<file path="src/rtl/pseudo_ana_stick_n_if.sv">
// Bundle of the per-frame request inputs and the analog-stick outputs of
// pseudo_ana_stick_n. The master side drives the joystick requests and the
// video position; the slave side (the stick emulator) returns the axis values.
interface pseudo_ana_stick_n_if #(
  parameter int W    = 8,
  parameter int AXES = 2
);
  logic [8:0]        pv_i;
  logic [AXES-1:0]   pos_i;
  logic [AXES-1:0]   neg_i;
  logic              hold_i;
  logic              recenter_i;
  logic [AXES*W-1:0] aout_o;
  logic [AXES-1:0]   active_o;
  logic              busy_o;

  modport master (
    output pv_i, pos_i, neg_i, hold_i, recenter_i,
    input  aout_o, active_o, busy_o
  );

  modport slave (
    input  pv_i, pos_i, neg_i, hold_i, recenter_i,
    output aout_o, active_o, busy_o
  );
endinterface

</file>
<file path="src/rtl/pseudo_ana_stick_n.sv">
// Multi-axis digital-to-analog stick emulator. Direction requests are
// snapshotted once per video frame and every axis is then walked one per
// clock through a single shared add/spring/clamp datapath. Axis values are
// kept signed around zero and presented offset-binary around 2^(W-1)-1.
// Optional feature macro: PSTK_ACCEL_EN (doubles the step after ACC_TICKS
// consecutive same-direction frames).
module pseudo_ana_stick_n #(
  parameter int W         = 8,
  parameter int AXES      = 2,
  parameter int STEP      = 15,
  parameter int LIMIT     = 120,
  parameter int ACC_TICKS = 4
) (
  input  logic                 clk,
  input  logic                 rst_n,
  pseudo_ana_stick_n_if.slave  bus
);

  localparam int IDXW = (AXES > 1) ? $clog2(AXES) : 1;
  localparam logic [IDXW-1:0] LAST_IDX = IDXW'(AXES - 1);

  localparam logic signed [W+1:0] STP     = (W+2)'(STEP);
  localparam logic signed [W+1:0] NEG_STP = -STP;
  localparam logic signed [W+1:0] LIM     = (W+2)'(LIMIT);
  localparam logic signed [W+1:0] NEG_LIM = -LIM;
  localparam logic signed [W+1:0] CEN     = (W+2)'((2 ** (W - 1)) - 1);

  // Reject parameter sets whose clamped range cannot be encoded in W bits.
  if (LIMIT <= 0 || LIMIT > (2 ** (W - 1)) - 1 || STEP <= 0 || STEP > LIMIT || ACC_TICKS < 1)
  begin : gBadParams
    $error("pseudo_ana_stick_n: illegal W/STEP/LIMIT/ACC_TICKS combination");
  end

  typedef enum logic {
    IDLE,
    SCAN
  } state_e;

  state_e            state_q, state_d;
  logic [IDXW-1:0]   idx_q, idx_d;
  logic              pending_q, pending_d;
  logic [8:0]        pv_q;
  logic [AXES-1:0]   reqPos_q, reqNeg_q;
  logic              reqHold_q;
  logic signed [W+1:0] val_q [AXES];

  logic              tick;
  logic              start;
  logic              scanEn;
  logic [1:0]        dir;
  logic signed [W+1:0] curVal;
  logic signed [W+1:0] stepAmt;
  logic signed [W+1:0] sumVal;
  logic signed [W+1:0] val_d;

`ifdef PSTK_ACCEL_EN
  localparam int CW = $clog2(ACC_TICKS + 1);
  localparam logic [CW-1:0] ACC_SAT = CW'(ACC_TICKS);
  localparam logic signed [W+1:0] STP2 = (W+2)'(2 * STEP);

  logic [CW-1:0] cnt_q [AXES];
  logic [1:0]    prevDir_q [AXES];
  logic [CW-1:0] cnt_d;
`endif

  // A frame starts on the clock where the vertical counter wraps to zero.
  assign tick = (pv_q != bus.pv_i) && (bus.pv_i == 9'd0);

  // Sequencer next state: recentre wins, a stored or fresh tick starts a scan,
  // and a tick arriving mid-scan is parked in the one-deep pending flag.
  always_comb begin
    state_d   = state_q;
    idx_d     = idx_q;
    pending_d = pending_q;
    start     = 1'b0;
    scanEn    = 1'b0;
    if (bus.recenter_i) begin
      state_d   = IDLE;
      idx_d     = '0;
      pending_d = 1'b0;
    end else begin
      case (state_q)
        IDLE: begin
          if (tick || pending_q) begin
            start     = 1'b1;
            state_d   = SCAN;
            idx_d     = '0;
            pending_d = 1'b0;
          end
        end
        SCAN: begin
          scanEn = 1'b1;
          if (tick) begin
            pending_d = 1'b1;
          end
          if (idx_q == LAST_IDX) begin
            state_d = IDLE;
            idx_d   = '0;
          end else begin
            idx_d = idx_q + IDXW'(1);
          end
        end
        default: begin
          state_d = IDLE;
          idx_d   = '0;
        end
      endcase
    end
  end

  // Sequencer state registers.
  always_ff @(posedge clk or negedge rst_n) begin
    if (!rst_n) begin
      state_q   <= IDLE;
      idx_q     <= '0;
      pending_q <= 1'b0;
    end else begin
      state_q   <= state_d;
      idx_q     <= idx_d;
      pending_q <= pending_d;
    end
  end

  // Shared per-axis datapath: step toward the request, spring back without
  // overshooting zero when released, then clamp to the symmetric limit.
  always_comb begin
    curVal  = val_q[idx_q];
    dir     = {reqNeg_q[idx_q] & ~reqPos_q[idx_q], reqPos_q[idx_q] & ~reqNeg_q[idx_q]};
    stepAmt = STP;
`ifdef PSTK_ACCEL_EN
    cnt_d = '0;
    if (dir != 2'b00 && dir == prevDir_q[idx_q]) begin
      cnt_d = (cnt_q[idx_q] >= ACC_SAT) ? ACC_SAT : cnt_q[idx_q] + CW'(1);
    end
    if (cnt_d >= ACC_SAT) begin
      stepAmt = STP2;
    end
`endif
    case (dir)
      2'b01:   sumVal = curVal + stepAmt;
      2'b10:   sumVal = curVal - stepAmt;
      default: begin
        if (reqHold_q) begin
          sumVal = curVal;
        end else if (curVal <= STP && curVal >= NEG_STP) begin
          sumVal = '0;
        end else if (curVal > 0) begin
          sumVal = curVal - STP;
        end else begin
          sumVal = curVal + STP;
        end
      end
    endcase
    if (sumVal > LIM) begin
      val_d = LIM;
    end else if (sumVal < NEG_LIM) begin
      val_d = NEG_LIM;
    end else begin
      val_d = sumVal;
    end
  end

  // Frame detector history, request snapshot and per-axis value storage.
  always_ff @(posedge clk or negedge rst_n) begin
    if (!rst_n) begin
      pv_q      <= '0;
      reqPos_q  <= '0;
      reqNeg_q  <= '0;
      reqHold_q <= 1'b0;
      for (int k = 0; k < AXES; k++) begin
        val_q[k] <= '0;
`ifdef PSTK_ACCEL_EN
        cnt_q[k]     <= '0;
        prevDir_q[k] <= 2'b00;
`endif
      end
    end else begin
      pv_q <= bus.pv_i;
      if (start) begin
        reqPos_q  <= bus.pos_i;
        reqNeg_q  <= bus.neg_i;
        reqHold_q <= bus.hold_i;
      end
      if (bus.recenter_i) begin
        for (int k = 0; k < AXES; k++) begin
          val_q[k] <= '0;
`ifdef PSTK_ACCEL_EN
          cnt_q[k]     <= '0;
          prevDir_q[k] <= 2'b00;
`endif
        end
      end else if (scanEn) begin
        val_q[idx_q] <= val_d;
`ifdef PSTK_ACCEL_EN
        cnt_q[idx_q]     <= cnt_d;
        prevDir_q[idx_q] <= dir;
`endif
      end
    end
  end

  // Offset-binary presentation of each axis and its nonzero flag.
  for (genvar k = 0; k < AXES; k++) begin : gOut
    logic [W+1:0] outSum;
    assign outSum                 = val_q[k] + CEN;
    assign bus.aout_o[k*W +: W]   = outSum[W-1:0];
    assign bus.active_o[k]        = (val_q[k] != '0);
  end

  assign bus.busy_o = (state_q == SCAN);

endmodule
</file>
<file path="src/flat_wrapper.sv">
// flat-port wrapper written by rule: the top's interface ports become plain ports
module pseudo_ana_stick_n_flat 
#(
  parameter int W         = 8,
  parameter int AXES      = 2,
  parameter int STEP      = 15,
  parameter int LIMIT     = 120,
  parameter int ACC_TICKS = 4
)
  (clk, rst_n, bus_pv_i, bus_pos_i, bus_neg_i, bus_hold_i, bus_recenter_i, bus_aout_o, bus_active_o, bus_busy_o);
  pseudo_ana_stick_n_if #(.W(W), .AXES(AXES)) bus_i ();
  input  logic clk;
  input  logic rst_n;
  input wire logic [$bits(bus_i.pv_i)-1:0] bus_pv_i;
  input wire logic [$bits(bus_i.pos_i)-1:0] bus_pos_i;
  input wire logic [$bits(bus_i.neg_i)-1:0] bus_neg_i;
  input wire logic [$bits(bus_i.hold_i)-1:0] bus_hold_i;
  input wire logic [$bits(bus_i.recenter_i)-1:0] bus_recenter_i;
  output wire logic [$bits(bus_i.aout_o)-1:0] bus_aout_o;
  output wire logic [$bits(bus_i.active_o)-1:0] bus_active_o;
  output wire logic [$bits(bus_i.busy_o)-1:0] bus_busy_o;
  assign bus_i.pv_i = bus_pv_i;
  assign bus_i.pos_i = bus_pos_i;
  assign bus_i.neg_i = bus_neg_i;
  assign bus_i.hold_i = bus_hold_i;
  assign bus_i.recenter_i = bus_recenter_i;
  assign bus_aout_o = bus_i.aout_o;
  assign bus_active_o = bus_i.active_o;
  assign bus_busy_o = bus_i.busy_o;
  pseudo_ana_stick_n #(.W(W), .AXES(AXES), .STEP(STEP), .LIMIT(LIMIT), .ACC_TICKS(ACC_TICKS)) u_core (.clk(clk), .rst_n(rst_n), .bus(bus_i));
endmodule
</file>
<file path="config.mk">
export PLATFORM = sky130hd
export DESIGN_NAME = pseudo_ana_stick_n_flat
export DESIGN_NICKNAME = d
export VERILOG_FILES = /design/src/rtl/pseudo_ana_stick_n_if.sv /design/src/rtl/pseudo_ana_stick_n.sv /design/src/flat_wrapper.sv
export SDC_FILE = /design/constraint.sdc
export NUM_CORES = 1
export LEC_CHECK = 0
export ABC_AREA = 1
export CAP_MARGIN = 5
export CORE_MARGIN = 5
export CORE_UTILIZATION = 36
export CTS_BUF_LIST = sky130_fd_sc_hd__clkbuf_4
export CTS_CLUSTER_SIZE = 10
export DETAILED_ROUTE_END_ITERATION = 10
export PLACE_DENSITY = 0.57
export SLEW_MARGIN = 25
export SYNTH_ARGS = -nofsm -noshare
export SYNTH_HDL_FRONTEND = slang
export SYNTH_SLANG_ARGS = --single-unit
export TNS_END_PERCENT = 20
</file>
<file path="constraint.sdc">
create_clock -name clk -period 8.4 [get_ports clk]
set_input_delay 0.84 -clock clk [delete_from_list [all_inputs] [get_ports clk]]
set_output_delay 0.84 -clock clk [all_outputs]
set_load 0.01 [all_outputs]
</file>
==> results list <==
- For flop-to-flop paths, the worst setup slack is around 4500 ps.
- Summed over all cells, the static leakage comes to 0.001807 uW.
* Final worst path period need: 3937 ps
- Number of diodes: 0
- The floorplan has 33 rows.
- Core Area: 8175 sq um
* Number of nets in the synthesized netlist: 474
- DR vias: 2,969
- 36 I/O pins were placed.
* GRT Util Overall: 16.70%
- Longest Clk Path Bufs: 2
- After layout, the worst path uses a little under half of the clock period.
- In the final timing run, aggregate negative setup slack is 0 ps.
- Fraction of registers with async set or reset after synthesis: 100.0%
- By area the synthesized netlist is led by dfrtp_1 31%, nand2_1 20%, nand3_1 6.3%.
- STA classifies the critical path endpoint as a register.
- At the end of routability-driven placement, the weighted congestion stood at 0.9198.
* Most area-hungry cell type in the Yosys netlist: dfrtp_1
- Post-Syn Instances: 448
- Cts bufs inserted: 5
* Sink of the worst hold path: u_core.val_q[19]$_DFFE_PN0P_
* Cell-by-cell listing of the critical path: inv_2, or2_2, o21ai_0, inv_1, ha_1, inv_1, nand2_1, a21oi_1, a21oi_1, or3_1, o21ai_1, ha_1, inv_1, nand2_1, nand2_1, nand2_1, nand2_1
* Slowest library cell on the worst path: dfrtp_1
- The flow ran to the end, and the final reports show no timing, DRC or antenna violations.
* Total routed wirelength: 8.250 mm
* Clock-pin slew on the worst setup and hold paths: 120 ps
- Number of stages on the worst hold path: 2
- The critical path in this run is classified as register to register.
- Worst path most repeated cell: nand2_1
- At the later pin of the worst-skew pair, clock insertion delay measures 330 ps.
* Number of enable-type register cells in the synthesized netlist: 0
- Biggest fanout along the worst timing path: 23
- Netlist area before placement: 2998 sq um
- DR WL/cell: about 14 um
- Static timing analysis puts the maximum clock frequency at ~0.25 GHz.
- The final number of hold-violating endpoints came to 0.
- The design draws approximately 340 uW.
* Global-route congestion overflow total: 0
- Drt initial violations: 206
- Power spread over the standard cell area amounts to 98.88 nW/um^2.
- Number of detailed-route iterations in the first pass: 4
- Fraction of final layout cells sized beyond drive strength 1: 10.14%
* Netlist cell types: 37
* Crit path largest cell delay: between 700 and 800 ps
- Among cell families on the critical path, the largest total delay comes from simple AND/OR/NAND/NOR gates.
- Max-capacitance violation count: 0
- Flip-flop cell with the highest count after synthesis: dfrtp_1
- Counting flops and latches in the post-synthesis netlist gives 37.
- The initial utilization of the core area, before any placement, comes to around 37%.
- Data on the critical path is required at its endpoint by slightly below 9000 ps.
- The number of gates resized after CTS was 0.
* DRC Markers: 0
* Wire length of the first global-routing pass: 13.87 mm
- For this design, the CTS-stage hold fixing added 0 buffers.
* Number of vias per cell after detailed routing: 5.049
- Number of clock sinks seen by CTS: 37
- The number of global-route vias before repair is about 2.8k.
- Number of buffers added on ports: 35
- The number of antenna violations at the first check in global routing came to 0.
- Setup violations remaining at the end of the flow were counted as 0.
- Critical path startpoint category: register
- Largest vdd supply drop: 0.1203 mV
- The number of cells on the worst reg-to-reg path is 17.
- On the final layout, the worst clock skew is ~8.6 ps.
- The number of buffers and inverters on the critical path is 4.
- During synthesis, Yosys emitted a total of 0 warnings.
- Max-slew violation count: 0
- Worst slew slack as a fraction of its limit: 40.16%
- Entering global routing, the biggest net connects 38 pins.
- In this run the post-CTS setup repair buffer count came out at 0.
- The root buffer cell chosen for the clock tree is clkbuf_4.
* Area grow syn2layout: 15.78%
- Once detailed placement completed, the half-perimeter wirelength came to 6.504 mm.
- Residual antenna-violating net count after detailed routing: 0
- Average cell area after synthesis: between 6 and 7 sq um
- Data arrival time of the critical path: 4210 ps
- Net count, final: 509
- The tightest min-delay check is of the register to register type.
- Setup repair after global routing missed its margin: false
* Actual transition at the worst max-transition pin: 897.5 ps
- Measured along the y axis, the die boundary spans roughly 100 um.
- Clock tree from TritonCTS: built
- After synthesis, flip-flops and latches occupy a little under a third of the total area.
- H-tree depth reported by CTS: 2
- From left edge to right edge, the die measures between 100 and 150 um.
* Total die area: 10,250 sq um
- Worst min-delay path startpoint: u_core.val_q[19]$_DFFE_PN0P_
- The worst register-to-register path ends at u_core.val_q[5]$_DFFE_PN0P_.
- Fraction of post-synthesis cell area in the top cell type by area: 30.88%
- The worst register-to-register path begins at u_core.idx_q$_DFFE_PN0P_.
[worst reg2reg max path: cells and delay by family, from the launching register on]
family	cells	cell delay [ps]
AOI/OAI and AO/OA	4	460
adders and majority gates	2	640
DFF	1	780
buffers and inverters	4	880
and+or+nand+nor	7	1120
[final cells by class]
class	count	area, sq um
flip-flops and latches	37	925.9
multi-input cells	350	1812
repair buffers	35	345.3
fillers	904	4705
inverters	54	202.7
clock inverters	1	8.758
well taps	105	131.4
clock buffers	6	45.04
[cells in the final DEF (no fill, tap or decap), drive strengths merged]
cell,instances
or2,5
nor3,3
nor2,35
nor4,3
clkdlybuf4s50,34
xnor2,5
dfrtp,37
clkbuf,6
nand2,174
nand3,41
o22ai,1
nand4,8
mux2,4
xor2,17
inv,53
o31ai,1
o211ai,3
clkinv,2
ha,9
or3,1
a22oi,1
o21ai,18
a21oi,20
a211oi,1
buf,1
[metal layers]
metal	wire (um)	vias to the layer above	GRT usage, %	part of all wire [%]
li1	-	1487	-	-
met1	3926	1369	23.58	48
met2	3758	99	26.96	46
met3	411	14	1.791	5.0
met4	154	0	4.908	1.9
met5	0	-	0	0
[metrics by stage]
step                      hold WS [ps]  cell area, sq um  instances  util, %  setup WS (ps)
final                            492.5              3471        588    42.45           4463
after global routing             510.0              3471        588    42.45           4055
after CTS                        492.8              3471        588    42.45           4465
after detailed placement         464.7              3417        581    41.80           4489
after global placement           464.3              3417        581    41.80           4573
after floorplan                  449.1              2998        448        -           5431
[registers in the layout, indices dropped and copies added (netlist names)]
| signal | count |
|---|---|
| u_core.val_q | 20 |
| u_core.pv_q | 9 |
| u_core.reqNeg_q | 2 |
| u_core.reqPos_q | 2 |
| u_core.bus.busy_o | 1 |
| u_core.idx_q | 1 |
| u_core.pending_q | 1 |
| u_core.reqHold_q | 1 |
[where the power goes]
group	leakage [uW]	switching, uW	internal (uW)
sequential	0.000488	2.68	181
clock	0.0000317	59.1	35.1
combinational	0.00129	41.9	22.9
total	0.00181	104	240
[synth_stat cells, drive strengths merged, types with 4 or more instances]
cell and count:
nand2 174, inv 53, nand3 41, dfrtp 37, nor2 35, a21oi 20, o21ai 18, xor2 17
ha 9, nand4 8, buf 7, or2 5, xnor2 5, mux2 4
[how the worst max path moves through the flow]
stage	start	endpoint	cells past startpoint
detailed placement	u_core.idx_q$_DFFE_PN0P_	u_core.val_q[16]$_DFFE_PN0P_	17
CTS	u_core.idx_q$_DFFE_PN0P_	u_core.val_q[16]$_DFFE_PN0P_	17
global placement	u_core.idx_q$_DFFE_PN0P_	u_core.val_q[15]$_DFFE_PN0P_	17
global route	u_core.idx_q$_DFFE_PN0P_	u_core.val_q[4]$_DFFE_PN0P_	20
floorplan	u_core.idx_q$_DFFE_PN0P_	u_core.val_q[5]$_DFFE_PN0P_	18
finish	u_core.idx_q$_DFFE_PN0P_	u_core.val_q[5]$_DFFE_PN0P_	17
[cells by family after synthesis]
kind of cell               share of synthesized area (%)
adders and majority gates                          3.756
buffers and inverters                              8.681
DFF                                                30.88
muxes                                              1.502
xor gates and xnor gates                           6.427
AOI/OAI and AO/OA                                  8.598
and+or+nand+nor                                    40.15
Power figures use the tool's default switching activity.
